`config.mk`:
```
export PLATFORM = sky130hd
export DESIGN_NAME = proc_mc
export DESIGN_NICKNAME = d
export VERILOG_FILES = /design/src/rtl/proc_mc.sv
export SDC_FILE = /design/constraint.sdc
export NUM_CORES = 1
export LEC_CHECK = 0
export BUFFER_PORTS_ARGS = -buffer_cell sky130_fd_sc_hd__buf_2
export CORE_MARGIN = 3
export CORE_UTILIZATION = 57
export CTS_BUF_LIST = sky130_fd_sc_hd__clkbuf_16
export DETAILED_ROUTE_END_ITERATION = 10
export PLACE_DENSITY = 0.84
export SLEW_MARGIN = 20
export SYNTH_ARGS = -nofsm -noshare
export SYNTH_HDL_FRONTEND = slang
export SYNTH_SLANG_ARGS = --single-unit
```
`constraint.sdc`:
```
create_clock -name i_clk -period 5.4 [get_ports i_clk]
set_clock_uncertainty 0.15 [all_clocks]
set_input_delay 1.08 -clock i_clk [delete_from_list [all_inputs] [get_ports i_clk]]
set_output_delay 1.08 -clock i_clk [all_outputs]
set_load 0.005 [all_outputs]
```
`src/rtl/proc_mc.sv`:
```
// Multicycle 7-register processor core with a single request/acknowledge memory port.
// Registers R0..R6 live in the register file; the PC serves as R7.
module proc_mc #(
  parameter int unsigned DW    = 16,
  parameter int unsigned RSTPC = 0
) (
  input  logic          i_clk,
  input  logic          i_rst_n,
  input  logic          i_run,
  output logic          o_mem_req,
  output logic          o_mem_we,
  output logic [DW-1:0] o_mem_addr,
  output logic [DW-1:0] o_mem_wdata,
  input  logic          i_mem_ack,
  input  logic [DW-1:0] i_mem_rdata,
  output logic          o_done,
  output logic          o_halted,
  output logic [DW-1:0] o_pc
);

  localparam int unsigned SW  = $clog2(DW);
  localparam int unsigned IRW = 10;
  localparam logic [DW-1:0] PC_RST = DW'(RSTPC);

  localparam logic [3:0] OP_MV   = 4'd0;
  localparam logic [3:0] OP_ST   = 4'd1;
  localparam logic [3:0] OP_MVNZ = 4'd2;
  localparam logic [3:0] OP_LD   = 4'd3;
  localparam logic [3:0] OP_MVI  = 4'd4;
  localparam logic [3:0] OP_ADD  = 4'd5;
  localparam logic [3:0] OP_SUB  = 4'd6;
  localparam logic [3:0] OP_OR   = 4'd7;
  localparam logic [3:0] OP_SLT  = 4'd8;
  localparam logic [3:0] OP_SLL  = 4'd9;
  localparam logic [3:0] OP_SRL  = 4'd10;
  localparam logic [3:0] OP_AND  = 4'd11;
  localparam logic [3:0] OP_BEQZ = 4'd12;
  localparam logic [3:0] OP_HALT = 4'd15;

  if ((DW < 16) || (DW > 32)) begin : g_dw_chk
    $error("proc_mc: DW must be in 16..32");
  end

  typedef enum logic [2:0] {
    S_IDLE   = 3'd0,
    S_FETCH  = 3'd1,
    S_DECODE = 3'd2,
    S_IMM    = 3'd3,
    S_MEM    = 3'd4,
    S_EXEC   = 3'd5,
    S_HALT   = 3'd6
  } state_t;

  state_t          r_state;
  logic [DW-1:0]   r_gpr [0:6];
  logic [DW-1:0]   r_pc;
  logic [IRW-1:0]  r_ir;
  logic [DW-1:0]   r_mdr;
  logic            r_z;
  logic            r_mem_req;
  logic            r_mem_we;
  logic [DW-1:0]   r_mem_addr;
  logic [DW-1:0]   r_mem_wdata;
  logic            r_done;
  logic            r_halted;

  logic [3:0]      w_op;
  logic [2:0]      w_x;
  logic [2:0]      w_y;
  logic [DW-1:0]   w_xv;
  logic [DW-1:0]   w_yv;
  logic [SW-1:0]   w_sh;
  logic [DW-1:0]   w_alu;
  logic            w_is_alu;
  logic            w_wb_en;
  logic [DW-1:0]   w_wb_data;
  logic [DW-1:0]   w_pc_next;

  // Only the opcode and the two register fields of the instruction word are kept.
  assign w_op = r_ir[9:6];
  assign w_x  = r_ir[5:3];
  assign w_y  = r_ir[2:0];
  assign w_xv = (w_x == 3'd7) ? r_pc : r_gpr[w_x];
  assign w_yv = (w_y == 3'd7) ? r_pc : r_gpr[w_y];
  assign w_sh = w_yv[SW-1:0];

  // ALU result for opcodes 5..11
  always_comb begin
    w_alu    = '0;
    w_is_alu = 1'b1;
    case (w_op)
      OP_ADD:  w_alu = w_xv + w_yv;
      OP_SUB:  w_alu = w_xv - w_yv;
      OP_OR:   w_alu = w_xv | w_yv;
      OP_SLT:  w_alu = DW'($signed(w_xv) < $signed(w_yv));
      OP_SLL:  w_alu = w_xv << w_sh;
      OP_SRL:  w_alu = w_xv >> w_sh;
      OP_AND:  w_alu = w_xv & w_yv;
      default: w_is_alu = 1'b0;
    endcase
  end

  // Register writeback selection and the PC value the next fetch will use
  always_comb begin
    w_wb_en   = 1'b0;
    w_wb_data = w_alu;
    w_pc_next = r_pc;
    case (w_op)
      OP_MV: begin
        w_wb_en   = 1'b1;
        w_wb_data = w_yv;
      end
      OP_MVNZ: begin
        w_wb_en   = ~r_z;
        w_wb_data = w_yv;
      end
      OP_LD, OP_MVI: begin
        w_wb_en   = 1'b1;
        w_wb_data = r_mdr;
      end
      OP_BEQZ: begin
        if (w_xv == '0) w_pc_next = w_yv;
      end
      default: w_wb_en = w_is_alu;
    endcase
    if (w_wb_en && (w_x == 3'd7)) w_pc_next = w_wb_data;
  end

  // Control FSM, datapath registers and registered memory-port outputs
  always_ff @(posedge i_clk or negedge i_rst_n) begin
    if (!i_rst_n) begin
      r_state     <= S_IDLE;
      r_pc        <= PC_RST;
      r_ir        <= '0;
      r_mdr       <= '0;
      r_z         <= 1'b0;
      r_mem_req   <= 1'b0;
      r_mem_we    <= 1'b0;
      r_mem_addr  <= '0;
      r_mem_wdata <= '0;
      r_done      <= 1'b0;
      r_halted    <= 1'b0;
      for (int i = 0; i < 7; i++) r_gpr[i] <= '0;
    end else begin
      r_done <= 1'b0;
      case (r_state)
        S_IDLE: begin
          if (i_run) begin
            r_state    <= S_FETCH;
            r_mem_req  <= 1'b1;
            r_mem_we   <= 1'b0;
            r_mem_addr <= r_pc;
          end
        end
        S_FETCH: begin
          if (i_mem_ack) begin
            r_ir      <= i_mem_rdata[DW-1 -: IRW];
            r_pc      <= r_pc + DW'(1);
            r_mem_req <= 1'b0;
            r_state   <= S_DECODE;
          end
        end
        S_DECODE: begin
          case (w_op)
            OP_MVI: begin
              r_state    <= S_IMM;
              r_mem_req  <= 1'b1;
              r_mem_we   <= 1'b0;
              r_mem_addr <= r_pc;
            end
            OP_LD: begin
              r_state    <= S_MEM;
              r_mem_req  <= 1'b1;
              r_mem_we   <= 1'b0;
              r_mem_addr <= w_yv;
            end
            OP_ST: begin
              r_state     <= S_MEM;
              r_mem_req   <= 1'b1;
              r_mem_we    <= 1'b1;
              r_mem_addr  <= w_yv;
              r_mem_wdata <= w_xv;
            end
            OP_HALT: begin
              r_state  <= S_HALT;
              r_done   <= 1'b1;
              r_halted <= 1'b1;
            end
            default: begin
              r_state <= S_EXEC;
              r_done  <= 1'b1;
            end
          endcase
        end
        S_IMM: begin
          if (i_mem_ack) begin
            r_mdr     <= i_mem_rdata;
            r_pc      <= r_pc + DW'(1);
            r_mem_req <= 1'b0;
            r_state   <= S_EXEC;
            r_done    <= 1'b1;
          end
        end
        S_MEM: begin
          if (i_mem_ack) begin
            r_mdr     <= i_mem_rdata;
            r_mem_req <= 1'b0;
            r_state   <= S_EXEC;
            r_done    <= 1'b1;
          end
        end
        S_EXEC: begin
          if (w_wb_en && (w_x != 3'd7)) r_gpr[w_x] <= w_wb_data;
          if (w_is_alu) r_z <= (w_alu == '0);
          r_pc <= w_pc_next;
          if (i_run) begin
            r_state    <= S_FETCH;
            r_mem_req  <= 1'b1;
            r_mem_we   <= 1'b0;
            r_mem_addr <= w_pc_next;
          end else begin
            r_state <= S_IDLE;
          end
        end
        S_HALT: r_state <= S_HALT;
        default: r_state <= S_IDLE;
      endcase
    end
  end

  assign o_mem_req   = r_mem_req;
  assign o_mem_we    = r_mem_we;
  assign o_mem_addr  = r_mem_addr;
  assign o_mem_wdata = r_mem_wdata;
  assign o_done      = r_done;
  assign o_halted    = r_halted;
  assign o_pc        = r_pc;

endmodule

```
==> impl_metrics.csv <==
group,metric,value,unit
clock_tree,cts_setup_buffers,0,
min_path,hold_path.startpoint,"o_mem_we$_DFFE_PN0P_",
synth,yosys_register_bits,194,
synth,synth.area.top_cells,"dfrtp_1 (33%), mux2_2 (8.2%), mux2i_1 (6.1%)",
timing,setup_tns,0,ns
min_path,min_path_type,"register to register",
clock_tree,htree_levels,4,
timing,period_share,96.94,%
clock_tree,clk_path_buf_depth,2,
cells_and_area,drive_gt1_share,22.35,%
setup_path,r2r-start,"r_ir[5]$_DFFE_PN0P_",
timing,hold_viol,0,
setup_path,rr_worst_depth,15,
setup_path,max_stage_delay,0.60,ns
synth,synth_top_area_share,32.54,%
setup_path,crit_cells,15,
clock_tree,root_buffer,"clkbuf_16",
global_routing,overflow,0,
setup_path,cp_top_family,"compound AO/OA/AOI/OAI gates",
detailed_routing,drt_pass1_iterations,11,
timing,rsz0062_at_grt,"no",
detailed_routing,drc,0,
detailed_routing,antenna_left,0,
timing,fin_crit,5.235,ns
detailed_routing,drt_wl_total,57940,µm
setup_path,critPathCaptureType,"register",
outcome,status,"complete, no violations",
timing,slew_viol_final,0,
synth,synth_nets,1714,
global_routing,grt_max_degree,105,
cells_and_area,n_antenna_cell,0,
die,rows,58,
clock_tree,clock-sinks,194,
global_routing,antenna_found_initial,2,
min_path,min_to,"o_mem_we$_DFFE_PN0P_",
synth,synth.avg_cell_area,9.103,µm²
synth,async_flop_share,100.0,%
timing,max_freq,191.0,MHz
cells_and_area,syn2layout_area_growth,9.451,%
die,start_util,58.57,%
die,die_h,167.8,µm
clock_tree,clk_pin_slew,0.09,ns
cells_and_area,fill_cells,2033,
setup_path,path_buf_inv,3,
synth,synth_edf_count,0,
setup_path,crit_arrival,5.43,ns
clock_tree,clkLatencyLatePin,0.46,ns
run,maxCapViolCount,0,
setup_path,cp_slowest_cell,"dfrtp_4",
placement,gp_congestion,1.115,
die,coreArea,25470,µm²
detailed_routing,drtIter0Drc,2628,
setup_path,critPathKind,"register to register",
setup_path,crit_path_start_kind,"register",
detailed_routing,num_vias,14875,
setup_path,worstPathCellList,"mux2_4 -> a221o_1 -> a222oi_1 -> buf_4 -> inv_1 -> ha_1 -> or3_1 -> a211oi_1 -> o31ai_1 -> a21oi_1 -> o22ai_1 -> o21ai_0 -> nand3_1 -> buf_4 -> mux2_2",
cells_and_area,nNetsFinal,1753,
timing,worst_pin_slew,1.239,ns
synth,yosysWarnings,0,
synth,yosys.area.top_type,"dfrtp_1",
global_routing,first_global_vias,14310,
detailed_routing,routedWlPerCell,28.67,µm
synth,yosysMostFrequentCell,"dfrtp_1",
synth,synth_cells,1639,
clock_tree,cts_tree,"built",
placement,port_buffers,71,
synth,yosysUniqueCellTypes,99,
die,die_x,167.8,µm
setup_path,cp_common_cell,"buf_4",
min_path,holdPathStages,2,
synth,ys_seq_area_share,32.54,%
setup_path,r2r-end,"r_gpr[12]$_DFFE_PN0P_",
setup_path,cp.required,5.60,ns
die,die_area,28150,µm²
clock_tree,cts-buffers-inserted,17,
setup_path,crit_start,"r_ir[5]$_DFFE_PN0P_",
global_routing,grt_pass1_wl,87730,µm
synth,synth-main-ff-cell,"dfrtp_1",
timing,slew_headroom,17.11,%
die,pin_count,72,
placement,place_hpwl,41730,µm
synth,netlist_top_cells_count,"dfrtp_1 (194), nand2_1 (142), nor2_1 (141)",
setup_path,crit_fanout,18,
detailed_routing,viasPerCell,7.360,
setup_path,reg2reg_slack,0.17,ns
synth,syn_area,14920,µm²
global_routing,track_usage,40.46,%
timing,finalSetupViolations,0,
-- how the worst max path moves through the flow --
stage / to
after floorplan: o_mem_addr[5]$_DFFE_PN0P_
after global placement: r_gpr[111]$_DFFE_PN0P_
after CTS: o_mem_addr[7]$_DFFE_PN0P_
final: r_gpr[12]$_DFFE_PN0P_
after detailed placement: o_mem_addr[7]$_DFFE_PN0P_
after global routing: r_z$_DFFE_PN0P_
-- cell families after synthesis --
logic type      after synthesis  share of synthesized area (%)
compound gates              506                          23.42
mux                         232                          18.50
xor+xnor                      6                         0.3522
simple gates                462                          14.66
flops                       194                          32.54
buf+inv                     184                          5.820
fa+ha+maj                    55                          4.713
-- state kept, by name, indices dropped and copies added (netlist names) --
name and cells:
o_done 1, o_halted 1, o_mem_addr 16, o_mem_req 1
o_mem_wdata 16, o_mem_we 1, o_pc 16, r_gpr 112
r_ir 10, r_mdr 16, r_state 3, r_z 1
-- area by class of cell --
type                    count  area (µm²)  share of cell area [%]
repair buffers            155        1023                   6.268
clock buffers              17       425.4                   2.605
flip-flops and latches    194        4865                   29.79
multi-input cells        1261        9238                   56.57
inverters                  49       183.9                   1.126
well taps                 330       412.9                   2.529
clock inverters            15       181.4                   1.111
-- layer usage --
metal	vias to the layer above	GRT usage [%]	share of wire [%]
met5	-	0	0.078
met4	6	26.22	8.3
met3	352	9.861	13
met2	1202	60.69	43
met1	7105	52.41	36
li1	6210	-	-
-- cell usage in the layout, fill, tap and decap left out, types with 17 or more instances in the layout --
master | netlist | final
a21oi_1 | 104 | 104
a22oi_1 | 17 | 17
a31oi_1 | 26 | 26
buf_2 | 34 | 70
buf_4 | 14 | 81
clkbuf_16 | 0 | 17
dfrtp_1 | 194 | 190
ha_1 | 53 | 53
inv_1 | 46 | 46
mux2_2 | 108 | 108
mux2i_1 | 91 | 91
mux4_2 | 20 | 20
nand2_1 | 142 | 141
nand2b_1 | 18 | 18
nand3_1 | 46 | 46
nor2_1 | 141 | 138
nor3_1 | 26 | 24
o211ai_1 | 28 | 28
o21ai_0 | 109 | 108
o22ai_1 | 27 | 27
-- metrics by stage --
stage | area (µm²) | hold slack [ns] | worst slack, ns | utilization [%] | std cells
2_1_floorplan | 14920 | 0.3082 | 0.2960 | - | 1639
3_3_place_gp | 15700 | 0.3071 | 0.3997 | 61.63 | 1989
3_5_place_dp | 15700 | 0.3135 | 0.3313 | 61.65 | 1989
4_1_cts | 16310 | 0.3328 | 0.2849 | 64.03 | 2021
5_1_grt | 16330 | 0.3484 | 0.03940 | 64.11 | 2021
6_report | 16330 | 0.3284 | 0.1653 | 64.11 | 2021
-- worst register-to-register path, stage by stage (launching register included) --
cell and delay, ns:
dfrtp_4 0.60, mux2_4 0.33, a221o_1 0.34, a222oi_1 0.43, buf_4 0.34, inv_1 0.10
ha_1 0.25, or3_1 0.36, a211oi_1 0.43, o31ai_1 0.20, a21oi_1 0.29, o22ai_1 0.12
o21ai_0 0.35, nand3_1 0.31, buf_4 0.26, mux2_2 0.27
-- repair_timing --
item	CTS	global route
hold endpoints to repair	0	0
gates resized for setup	0	4
hold buffers	0	0
endpoints found under the setup margin	0	18
Power is not shown: default switching activity piles up to over one toggle a cycle in this logic, so the estimate is an artifact.
